`config.mk`:
```
export PLATFORM = sky130hd
export DESIGN_NAME = io_cfg_sequencer
export DESIGN_NICKNAME = d
export VERILOG_FILES = /design/src/rtl/io_cfg_sequencer.sv
export SDC_FILE = /design/constraint.sdc
export NUM_CORES = 1
export LEC_CHECK = 0
export CORE_ASPECT_RATIO = 0.9
export CORE_MARGIN = 2
export CORE_UTILIZATION = 45
export CTS_CLUSTER_DIAMETER = 40
export DETAILED_ROUTE_END_ITERATION = 8
export GPL_TIMING_DRIVEN = 0
export PLACE_DENSITY = 0.71
export SLEW_MARGIN = 25
export SYNTH_ARGS = -nofsm -noshare
export SYNTH_HDL_FRONTEND = slang
export SYNTH_SLANG_ARGS = --single-unit
export TNS_END_PERCENT = 50
```
`constraint.sdc`:
```
create_clock -name wb_clk_i -period 5.8 [get_ports wb_clk_i]
set_input_delay 1.45 -clock wb_clk_i [delete_from_list [all_inputs] [get_ports wb_clk_i]]
set_output_delay 1.45 -clock wb_clk_i [all_outputs]
set_load 0.03 [all_outputs]
```
`src/rtl/io_cfg_sequencer.sv`:
```
`default_nettype none
// ============================================================================
// Module   : io_cfg_sequencer
// Purpose  : Loads the user I/O ring's serial GPIO configuration chain.
//            One word is shifted out per pad, MSB first, and then the chain
//            load strobe is pulsed.
// Revision : 1.0 - initial release
// ============================================================================
module io_cfg_sequencer #(
  parameter int NUM_PADS = 38,
  parameter int CFG_BITS = 13,
  parameter int CLK_DIV  = 4
) (
  input  logic                                              wb_clk_i,
  input  logic                                              wb_rst_i,
  input  logic                                              start,
  input  logic                                              abort,
  output logic [((NUM_PADS > 1) ? $clog2(NUM_PADS) : 1)-1:0] cfg_addr,
  input  logic [CFG_BITS-1:0]                               cfg_word,
  output logic                                              serial_clock,
  output logic                                              serial_data,
  output logic                                              serial_load,
  output logic                                              serial_resetn,
  output logic                                              busy,
  output logic                                              done,
  output logic                                              aborted
);

  localparam int ADDR_W = (NUM_PADS > 1) ? $clog2(NUM_PADS) : 1;
  localparam int BIT_W  = (CFG_BITS > 1) ? $clog2(CFG_BITS) : 1;
  localparam int CNT_W  = $clog2(2 * CLK_DIV);

  localparam logic [CNT_W-1:0]  c_half      = CNT_W'(CLK_DIV);
  localparam logic [CNT_W-1:0]  c_half_m1   = CNT_W'(CLK_DIV - 1);
  localparam logic [CNT_W-1:0]  c_full_m1   = CNT_W'(2 * CLK_DIV - 1);
  localparam logic [ADDR_W-1:0] c_last_pad  = ADDR_W'(NUM_PADS - 1);
  localparam logic [BIT_W-1:0]  c_last_bit  = BIT_W'(CFG_BITS - 1);

  typedef enum logic [2:0] {
    ST_IDLE      = 3'd0,
    ST_CHAIN_RST = 3'd1,
    ST_FETCH     = 3'd2,
    ST_SHIFT     = 3'd3,
    ST_LOAD      = 3'd4,
    ST_SETTLE    = 3'd5,
    ST_DONE      = 3'd6
  } state_t;

  state_t              r_state;
  logic [CNT_W-1:0]    r_cnt;
  logic [BIT_W-1:0]    r_bit;
  logic [ADDR_W-1:0]   r_pad;
  logic [ADDR_W-1:0]   r_cfg_addr;
  logic [CFG_BITS-1:0] r_shift;
  logic                r_serial_clock;
  logic                r_serial_data;
  logic                r_serial_load;
  logic                r_serial_resetn;
  logic                r_busy;
  logic                r_done;
  logic                r_aborted;

  state_t              w_state_nxt;
  logic [CNT_W-1:0]    w_cnt_nxt;
  logic [BIT_W-1:0]    w_bit_nxt;
  logic [ADDR_W-1:0]   w_pad_nxt;
  logic [ADDR_W-1:0]   w_addr_nxt;
  logic [CFG_BITS-1:0] w_shift_nxt;
  logic                w_abort_take;

  always_comb begin
    w_state_nxt  = r_state;
    w_cnt_nxt    = r_cnt;
    w_bit_nxt    = r_bit;
    w_pad_nxt    = r_pad;
    w_addr_nxt   = r_cfg_addr;
    w_shift_nxt  = r_shift;
    w_abort_take = 1'b0;

    case (r_state)
      ST_IDLE: begin
        if (start) begin
          w_state_nxt = ST_CHAIN_RST;
          w_cnt_nxt   = '0;
          w_pad_nxt   = c_last_pad;
          w_addr_nxt  = c_last_pad;
        end
      end
      ST_CHAIN_RST: begin
        if (r_cnt == c_full_m1) begin
          w_state_nxt = ST_FETCH;
          w_cnt_nxt   = '0;
        end else begin
          w_cnt_nxt = r_cnt + 1'b1;
        end
      end
      ST_FETCH: begin
        // Address moves on to the next pad now so the lookup has the whole
        // shift period to settle before the next fetch.
        w_shift_nxt = cfg_word;
        w_bit_nxt   = c_last_bit;
        w_cnt_nxt   = '0;
        w_state_nxt = ST_SHIFT;
        w_addr_nxt  = (r_pad == '0) ? '0 : r_pad - 1'b1;
      end
      ST_SHIFT: begin
        if (r_cnt == c_full_m1) begin
          w_cnt_nxt   = '0;
          w_shift_nxt = r_shift << 1;
          if (r_bit == '0) begin
            if (r_pad == '0) begin
              w_state_nxt = ST_LOAD;
            end else begin
              w_pad_nxt   = r_pad - 1'b1;
              w_state_nxt = ST_FETCH;
            end
          end else begin
            w_bit_nxt = r_bit - 1'b1;
          end
        end else begin
          w_cnt_nxt = r_cnt + 1'b1;
        end
      end
      ST_LOAD: begin
        if (r_cnt == c_half_m1) begin
          w_state_nxt = ST_SETTLE;
          w_cnt_nxt   = '0;
        end else begin
          w_cnt_nxt = r_cnt + 1'b1;
        end
      end
      ST_SETTLE: begin
        if (r_cnt == c_half_m1) begin
          w_state_nxt = ST_DONE;
          w_cnt_nxt   = '0;
        end else begin
          w_cnt_nxt = r_cnt + 1'b1;
        end
      end
      ST_DONE: begin
        w_state_nxt = ST_IDLE;
      end
      default: begin
        w_state_nxt = ST_IDLE;
      end
    endcase

    if (abort && (r_state != ST_IDLE)) begin
      w_state_nxt  = ST_IDLE;
      w_abort_take = 1'b1;
    end
  end

  // Outputs are registered from the next-state values so they line up with
  // the state they describe.
  always_ff @(posedge wb_clk_i or posedge wb_rst_i) begin
    if (wb_rst_i) begin
      r_state         <= ST_IDLE;
      r_cnt           <= '0;
      r_bit           <= '0;
      r_pad           <= '0;
      r_cfg_addr      <= '0;
      r_shift         <= '0;
      r_serial_clock  <= 1'b0;
      r_serial_data   <= 1'b0;
      r_serial_load   <= 1'b0;
      r_serial_resetn <= 1'b0;
      r_busy          <= 1'b0;
      r_done          <= 1'b0;
      r_aborted       <= 1'b0;
    end else begin
      r_state         <= w_state_nxt;
      r_cnt           <= w_cnt_nxt;
      r_bit           <= w_bit_nxt;
      r_pad           <= w_pad_nxt;
      r_cfg_addr      <= w_addr_nxt;
      r_shift         <= w_shift_nxt;
      r_serial_clock  <= (w_state_nxt == ST_SHIFT) && (w_cnt_nxt >= c_half);
      r_serial_data   <= (w_state_nxt == ST_SHIFT) && w_shift_nxt[CFG_BITS-1];
      r_serial_load   <= (w_state_nxt == ST_LOAD);
      r_serial_resetn <= (w_state_nxt != ST_CHAIN_RST);
      r_busy          <= (w_state_nxt != ST_IDLE);
      r_done          <= (w_state_nxt == ST_DONE);
      r_aborted       <= w_abort_take;
    end
  end

  assign cfg_addr      = r_cfg_addr;
  assign serial_clock  = r_serial_clock;
  assign serial_data   = r_serial_data;
  assign serial_load   = r_serial_load;
  assign serial_resetn = r_serial_resetn;
  assign busy          = r_busy;
  assign done          = r_done;
  assign aborted       = r_aborted;

endmodule
`default_nettype wire

```
==> impl_metrics.yaml, run 1 <==
run_status:
  status: "finished, final reports clean"
logic_synthesis:
  ys_seq_area_share_pct: 48.7
  synth_top_cells_by_count: "dfrtp_1, nand2_1, nor2_1"
  synth_top_area_share_pct: 48.7
  synth_cell_types: 58
  synth_area_leaders: "dfrtp_1, nand2_1, a22oi_1, ha_1, nor2_1"
  syn-num-nets: 235
  synth.avg_cell_area_um2: 10.2
  synthesis.area_um2: 2160
  synth_edf_count: 0
  netlist_instances: 211
  async_reset_ff_share_pct: 100
  yosys_most_used_dff: "dfrtp_1"
  synth_warnings: 0
  synth_seq_cells: 42
  synth_most_common_cell: "dfrtp_1"
  yosys.area.top_type: "dfrtp_1"
power_and_ir_drop:
  power.share.clock_pct: 23.7
  pwr-share-comb_pct: 33.7
  switching_share_pct: 34.1
  irDropWorstVdd_v: 0.000164
  internal_power_uw: 631
  power_density_nw_per_um2: 361
  power_frac_seq_pct: 42.7
  p_leak_uw: 0.00118
  switchingPower_uw: 327
floorplan:
  die-area_um2: 5360
  fp.coreArea_um2: 4550
  pin_count: 30
  die_h_um: 69.7
  die_w_um: 77.0
  initial_core_util_pct: 47.4
  rows: 23
grt:
  antenna_found_initial: 0
  grt_overflow: 0
  grt_pass1_wl_um: 7740
  grt_pass1_vias: 1618
  grt_use_total_pct: 18.2
  grt_max_degree: 29
drt:
  ant_nets: 0
  dr.pass1.iters: 4
  dr_total_vias: 1676
  routedWlPerCell_um: 14.5
  dr.first_iter.drc_count: 116
  drcViolationCount: 0
  drt_wl_total_um: 4520
  vias_per_cell: 5.39
finish:
  n_antenna_cell: 0
  fin_cells: 311
  nNetsFinal: 272
  syn_to_final_growth_pct: 23.0
  fillers: 426
  drive_above_1_share_pct: 16.9
sta:
  clock_skew_ns: 0.00605
  worst-slew-pin-transition_ns: 0.482
  layout_min_cycle_time_ns: 2.81
  clock.fmax_mhz: 356
  slew_headroom_pct: 67.5
  finalHoldViolCount: 0
  grt_setup_unrepaired: "false"
  setup_viol: 0
  fin_crit_sh_pct: 48.4
  timing.setup.tns_ns: 0
  slew_viol_final: 0
critical_path:
  reg2reg_slack_ns: 3.68
  startpoint_type: "flop"
  rr_worst_depth: 6
  crit_fanout: 2
  slowest_stage: "clkdlybuf4s50_1"
  critPathKind: "reg -> out"
  path_delay_family: "buffers and inverters"
  worstPathRequired_ns: 4.35
  critPathMaxStageDelay_ns: 0.69
  path_buf_inv: 1
  critPathCaptureType: "primary output"
  r2r-end: "serial_resetn"
  crit_chain: "clkdlybuf4s50_1"
  cp.arrival_ns: 1.36
place:
  place_inst: 303
  dp_hpwl_um: 3390
  gp_congestion: 0.827
  port_buffers: 29
clock_tree:
  cts-root-buf: "clkbuf_8"
  clkSinkCount: 42
  cts_made_buffers: 5
  clk_latency_ns: 0.30
  cts_tree: "yes"
  cts-resized-gates: 0
  hold_buffers: 0
  htreeDepth: 2
  cts_buffer_depth: 2
  clk_pin_slew_ns: 0.08
  post-cts-setup-buffers: 0
worst_hold_path:
  hold_path_startpoint: "r_shift[4]"
  hold_end: "r_shift[4]"
  min_path_type: "reg -> reg"
  hold-path-cell-count: 2
flow_run:
  drv_cap: 0
==> layout make-up <==
class | count | area (um^2) | area share, %
sequential | 42 | 1050 | 39.6
multi-input combinational | 145 | 988 | 37.2
clock inverter | 3 | 40.0 | 1.51
clock buffer | 5 | 68.8 | 2.59
buffer | 10 | 65.1 | 2.45
tap | 62 | 77.6 | 2.92
timing repair buffer | 30 | 310 | 11.7
inverter | 14 | 52.6 | 1.98
==> state kept, by name (all words and copies together), names as in the netlist, 2 cells and up, named ones only <==
signal,flops
cfg_addr,6
r_bit,4
r_cnt,2
r_pad,6
r_shift,13
r_state,3
==> metrics by stage <==
step	total power, uW	setup slack [ns]	utilization, %	hold WS (ns)	cell area [um^2]
global route	1020	2.89	58.4	0.509	2650
CTS	962	2.98	58.4	0.484	2650
finish	958	2.99	58.4	0.478	2650
global placement	725	2.50	55.5	0.459	2520
floorplan	638	3.38	-	0.438	2160
detailed placement	737	2.75	56.0	0.465	2540
==> cell families after synthesis <==
family,share of synthesized area (%)
AND/OR/NAND/NOR,19.6
flip-flops,48.7
XOR/XNOR,2.03
buffers and inverters,5.45
AO/OA/AOI/OAI,18.0
adder cells (fa/ha/maj),4.06
multiplexers,2.15
==> metal layers <==
metal / vias up / track usage, % / wire length [um]
met5: - / 0 / 0
met4: 0 / 5.36 / 29
met3: 2 / 4.43 / 204
met2: 34 / 26.8 / 2000
met1: 809 / 26.6 / 2280
li1: 831 / - / -
==> power by group through the flow <==
stage	registers, uW	logic (uW)	clock network, uW
2_1_floorplan	432	205	0
3_3_place_gp	413	312	0
3_5_place_dp	415	322	0
4_1_cts	409	325	228
5_1_grt	420	357	241
6_report	408	323	226
==> worst max-delay path by stage <==
stage / endpoint / start / depth (start not counted) / slack (ns)
after floorplan: asynchronous set/reset pin / wb_rst_i / 1 / 3.38
after global placement: r_pad[4] / wb_rst_i / 2 / 2.50
after detailed placement: serial_load / start / 6 / 2.75
after CTS: cfg_addr[5] / cfg_addr[5] / 1 / 2.98
after global routing: serial_load / start / 6 / 2.89
final: cfg_addr[5] / cfg_addr[5] / 1 / 2.99
==> worst register-to-register path, stage by stage, from the launching register on <==
cell and delay, ns:
dfrtp_1 0.40, ha_1 0.24, ha_1 0.24, mux2_2 0.30
nor3b_2 0.22, o31ai_2 0.17, or4_1 0.42
==> placed cells by master (no fill, tap or decap), drive strengths merged, types with 6 or more instances in the layout <==
cell type / Yosys / layout
dfrtp: 42 / 42
nand2: 34 / 34
clkdlybuf4s50: 0 / 29
nor2: 14 / 14
inv: 14 / 14
a22oi: 12 / 12
buf: 10 / 11
o21ai: 8 / 8
ha: 7 / 7
nor3: 6 / 6
No activity file was read; power rests on OpenSTA's default activity.
==> inputs of run 2 (changes only) <==
--- a/config.mk
+++ b/config.mk
@@ -11,7 +11,7 @@
 export CTS_CLUSTER_DIAMETER = 40
 export DETAILED_ROUTE_END_ITERATION = 8
 export GPL_TIMING_DRIVEN = 0
-export PLACE_DENSITY = 0.71
+export PLACE_DENSITY = 0.73
 export SLEW_MARGIN = 25
 export SYNTH_ARGS = -nofsm -noshare
 export SYNTH_HDL_FRONTEND = slang
==> constraint.sdc (replaced) <==
create_clock -name wb_clk_i -period 2.57 [get_ports wb_clk_i]
set_input_delay 0.6425 -clock wb_clk_i [delete_from_list [all_inputs] [get_ports wb_clk_i]]
set_output_delay 0.6425 -clock wb_clk_i [all_outputs]
set_load 0.03 [all_outputs]
==> run 2 against run 1 <==
  * Clock skew grew 0.0070 ns
  * Combinational power grew 120%
  * Clock power grew 94%
==> impl_metrics.yaml, run 2 (synthesized netlist as in run 1, its figures left out) <==
sta:
  timing.setup.tns_ns: 0
  clock_skew_ns: 0.0130
  layout_min_cycle_time_ns: 2.13
  worst-slew-pin-transition_ns: 0.438
  clock.fmax_mhz: 470
  grt_setup_unrepaired: "false"
  fin_ws_ns: 0.444
  fin_crit_sh_pct: 82.7
  slew_viol_final: 0
  setup_viol: 0
  finalHoldViolCount: 0
  slew_headroom_pct: 70.6
power_and_ir_drop:
  power.share.clock_pct: 21.0
  p_leak_uw: 0.00117
  power_frac_seq_pct: 44.3
  switching_share_pct: 36.1
  power_density_nw_per_um2: 789
  internal_power_uw: 1330
  pwr-share-comb_pct: 34.7
  switchingPower_uw: 754
  irDropWorstVdd_v: 0.000347
run_status:
  status: "finished, final reports clean"
critical_path:
  critPathCaptureType: "flop"
  critPathKind: "reg -> reg"
  startpoint_type: "flop"
  cp.arrival_ns: 2.29
  critPathMaxStageDelay_ns: 0.42
  crit_fanout: 5
  worstPathRequired_ns: 2.73
  crit_chain: "ha_1, ha_1, mux2_2, nor3b_2, o31ai_2, or4_1"
  slowest_stage: "or4_1"
  path_common_cell: "ha_1"
finish:
  fillers: 409
  final_common_cell: "dfrtp_1"
  max_flop_register: "r_shift"
  n_antenna_cell: 0
  mostFrequentLayoutCells: "dfrtp_1, nand2_1, clkdlybuf4s50_1"
  largest_register_ffs: 13
  syn_to_final_growth_pct: 22.7
  drive_above_1_share_pct: 16.9
  nNetsFinal: 272
drt:
  drcViolationCount: 0
  dr_total_vias: 1681
  wl_met2_um: 1990
  dr.max_layer_used: "met4"
  dr.first_iter.drc_count: 149
  dr.pass1.iters: 4
  routedWlPerCell_um: 14.4
  wl_met1_um: 2220
  wl_met3_um: 211
  drt_wl_total_um: 4460
  vias_per_cell: 5.41
  ant_nets: 0
clock_tree:
  cts-root-buf: "clkbuf_8"
  cts_made_buffers: 5
  clkSinkCount: 42
  htreeDepth: 2
  hold_buffers: 0
  post-cts-setup-buffers: 0
  clk_pin_slew_ns: 0.09
  cts_tree: "yes"
  cts_buffer_depth: 2
  clk_latency_ns: 0.30
  cts-resized-gates: 0
grt:
  grt_pass1_vias: 1617
  antenna_found_initial: 0
  grt_pass1_wl_um: 7690
  grt_overflow: 0
  grt_use_total_pct: 18.0
  grt_max_degree: 25
floorplan:
  rows: 23
  initial_core_util_pct: 47.4
  pin_count: 30
  die-area_um2: 5360
  die_w_um: 77.0
  fp.coreArea_um2: 4550
  die_h_um: 69.7
worst_hold_path:
  min_path_type: "reg -> reg"
place:
  dp_hpwl_um: 3300
  dp_slack_ns: 0.323
  gp_congestion: 0.825
  port_buffers: 29
flow_run:
  drv_cap: 0
-- run 2: cell type report --
| class | count | area [um^2] | area share, % |
|---|---|---|---|
| flip-flops and latches | 42 | 1050 | 39.7 |
| repair buffers | 30 | 318 | 12.0 |
| well taps | 62 | 77.6 | 2.93 |
| clock inverters | 3 | 25.0 | 0.946 |
| inverters | 14 | 52.6 | 1.99 |
| multi-input cells | 145 | 988 | 37.4 |
| plain buffers | 10 | 65.1 | 2.46 |
| clock buffers | 5 | 68.8 | 2.60 |
-- run 2: layer usage --
layer / GRT usage (%) / up-vias
li1: - / 826
met5: 0 / -
met2: 25.5 / 42
met4: 5.95 / 0
met1: 26.7 / 807
met3: 4.69 / 6
-- run 2: worst paths after layout --
check | start | to | slack (ns) | cells after the start
max | flop | serial_resetn | 0.44 | 6
min | r_shift[9] | r_shift[9] | 0.48 | 2
max reg2reg | flop | serial_resetn | 0.44 | 6
min reg2reg | r_shift[9] | r_shift[9] | 0.48 | 2
max in group asynchronous | wb_rst_i | r_pad[3] | 1.46 | 3
min in group asynchronous | wb_rst_i | r_pad[4] | 0.66 | 2
-- run 2: metrics by stage --
step           power (uW)  util (%)  area, um^2  instances  hold WS, ns
6_report             2090      58.2        2650        311        0.483
5_1_grt              2230      58.2        2650        311        0.500
4_1_cts              2100      58.2        2650        311        0.486
3_5_place_dp         1660      56.1        2550        303        0.464
3_3_place_gp         1630      55.5        2520        302        0.459
2_1_floorplan        1440         -        2160        211        0.438
-- run 2: power by group through the flow --
stage	sequential [uW]	combinational (uW)	clock, uW
after global routing	947	799	487
final	925	725	438
after global placement	933	702	0
after CTS	925	730	450
after floorplan	976	464	0
after detailed placement	935	727	0
-- run 2: critical path, delay by kind of cell (launching register included) --
family	cells	cell delay, ns
simple gates	2	0.63
compound gates	1	0.16
flops	1	0.41
fa+ha+maj	2	0.48
mux	1	0.30
==> inputs of run 3 (changes only) <==
==> constraint.sdc (replaced) <==
create_clock -name wb_clk_i -period 1.9 [get_ports wb_clk_i]
set_input_delay 0.475 -clock wb_clk_i [delete_from_list [all_inputs] [get_ports wb_clk_i]]
set_output_delay 0.475 -clock wb_clk_i [all_outputs]
set_load 0.03 [all_outputs]
==> run 3 against run 2 <==
  * The flow now finishes with violations (negative setup slack)
  * Via count rose by 2.5%
  * Die area did not move
  * Register-to-register slack got worse by 0.49 ns
  * Non-clock buffer count rose by 3
  * Cell count rose by 0.96%
  * Sequential share of layout area fell by 1.8 points
  * Sequential cell count did not move
  * Critical path depth fell by 1
  * Design area rose by 4.9%
  * Critical path type unchanged
  * Critical endpoint unchanged
==> impl_metrics.yaml, run 3 (synthesized netlist as in run 1, its figures left out) <==
critical_path:
  crit_fanout: 4
  worstPathRequired_ns: 2.07
  cp.arrival_ns: 2.12
  r2r-end: "serial_resetn"
  rr_worst_depth: 5
  critPathKind: "reg -> reg"
  reg2reg_slack_ns: -0.05
  critPathCaptureType: "flop"
  startpoint_type: "flop"
place:
  gp_congestion: 0.806
  dp_hpwl_um: 3310
  place_area_um2: 2550
  port_buffers: 29
run_status:
  status: "complete, but fails checks"
  violations: "negative setup slack"
finish:
  drive_above_1_share_pct: 22.2
  syn_to_final_growth_pct: 28.7
  nNetsFinal: 275
  max_flop_register: "r_shift"
  postLayoutCellArea_um2: 2780
  n_antenna_cell: 0
  largest_register_ffs: 13
  mostFrequentLayoutCells: "dfrtp_1, nand2_1, clkdlybuf4s50_1"
  fillers: 414
  final_common_cell: "dfrtp_1"
power_and_ir_drop:
  switching_share_pct: 35.5
  pwr-share-comb_pct: 38.7
  power_frac_seq_pct: 41.7
  power.share.clock_pct: 19.6
  p_leak_uw: 0.00119
  power_density_nw_per_um2: 1090
  internal_power_uw: 1950
  switchingPower_uw: 1080
  power_uw: 3030
  irDropWorstVdd_v: 0.000444
sta:
  grt_setup_unrepaired: "true"
  clock.fmax_mhz: 514
  setup_viol: 1
  clock_skew_ns: 0.00914
  layout_min_cycle_time_ns: 1.95
  worst-slew-pin-transition_ns: 0.545
  slew_viol_final: 0
  finalHoldViolCount: 0
  fin_crit_sh_pct: 102
  fin_ws_ns: -0.0465
  slew_headroom_pct: 63.4
grt:
  grt_overflow: 0
  grt_pass1_vias: 1695
  grt_use_total_pct: 19.0
  grt_max_degree: 25
  grt_pass1_wl_um: 8090
  antenna_found_initial: 0
floorplan:
  rows: 23
  die_h_um: 69.7
  pin_count: 30
  initial_core_util_pct: 47.4
  fp.coreArea_um2: 4550
  die_w_um: 77.0
  die-area_um2: 5360
clock_tree:
  clkSinkCount: 42
  cts_made_buffers: 5
  cts_tree: "yes"
  cts_buffer_depth: 2
  hold_buffers: 0
  htreeDepth: 2
  cts-root-buf: "clkbuf_8"
  clk_latency_ns: 0.29
  clk_pin_slew_ns: 0.08
worst_hold_path:
  hold_path_startpoint: "r_shift[11]"
  hold_end: "r_shift[11]"
  hold-path-cell-count: 2
  min_path_type: "reg -> reg"
drt:
  drcViolationCount: 0
  vias_per_cell: 5.49
  dr.first_iter.drc_count: 134
  dr.pass1.iters: 4
  ant_nets: 0
  dr_total_vias: 1723
  drt_wl_total_um: 4790
  routedWlPerCell_um: 15.2
flow_run:
  drv_cap: 0
run 3: cell count changes in the layout (fill, tap and decap cells not counted), sizes merged:
cell      previous run  this run
clkbuf               5         9
inv                 15        14
clkinvlp             1         0
buf                 11        12
run 3: power by group through the flow:
| stage | Combinational [uW] | Clock (uW) | Sequential [uW] |
|---|---|---|---|
| after detailed placement | 984 | 0 | 1270 |
| after CTS | 1110 | 616 | 1260 |
| after floorplan | 630 | 0 | 1320 |
| after global placement | 951 | 0 | 1260 |
| final | 1170 | 594 | 1260 |
| after global routing | 1290 | 655 | 1290 |
run 3: how the worst max path moves through the flow:
| stage | to | slack (ns) | cells past startpoint |
|---|---|---|---|
| after global placement | r_pad[4] | -0.39 | 2 |
| after global routing | serial_resetn | -0.09 | 5 |
| after CTS | serial_resetn | -0.02 | 6 |
| after floorplan | serial_resetn | 0.02 | 5 |
| after detailed placement | done | -0.18 | 5 |
| final | serial_resetn | -0.05 | 5 |
run 3: layout make-up:
class,instances,area [um^2],area share [%]
multi-input combinational,145,1090,39.4
buffer,10,70.1,2.52
clock buffer,7,86.3,3.11
tap,62,77.6,2.80
timing repair buffer,33,340,12.3
inverter,14,52.6,1.89
clock inverter,1,5.00,0.180
sequential,42,1050,37.9
run 3: timing repair:
action                                  4_1_cts  5_1_grt
gates resized for setup                       9       12
endpoints found under the setup margin        6        8
buffers inserted                              3        0
gates cloned                                  0        0
pin swaps                                     4        2
run 3: routing by layer:
metal	vias to the layer above	routed length (um)	global-route usage (%)
met5	-	0	0
met2	39	2240	28.8
met3	6	176	4.56
met1	847	2310	26.3
li1	831	-	-
met4	0	62	7.34
run 3: metrics by stage:
step / cells / hold slack, ns / utilization (%) / worst slack (ns) / TNS, ns
final: 314 / 0.476 / 61.0 / -0.0465 / -0.0465
after global routing: 314 / 0.501 / 61.0 / -0.0870 / -0.210
after CTS: 314 / 0.483 / 59.9 / -0.0241 / -0.0241
after detailed placement: 303 / 0.465 / 56.2 / -0.176 / -0.691
after global placement: 302 / 0.459 / 55.6 / -0.391 / -16.93
after floorplan: 211 / 0.438 / - / 0.0227 / 0
run 3: critical path, stage by stage (launching register included):
cell	delay, ns
dfrtp_1	0.41
ha_4	0.19
ha_4	0.17
mux2_4	0.29
a31o_2	0.28
or4_4	0.47
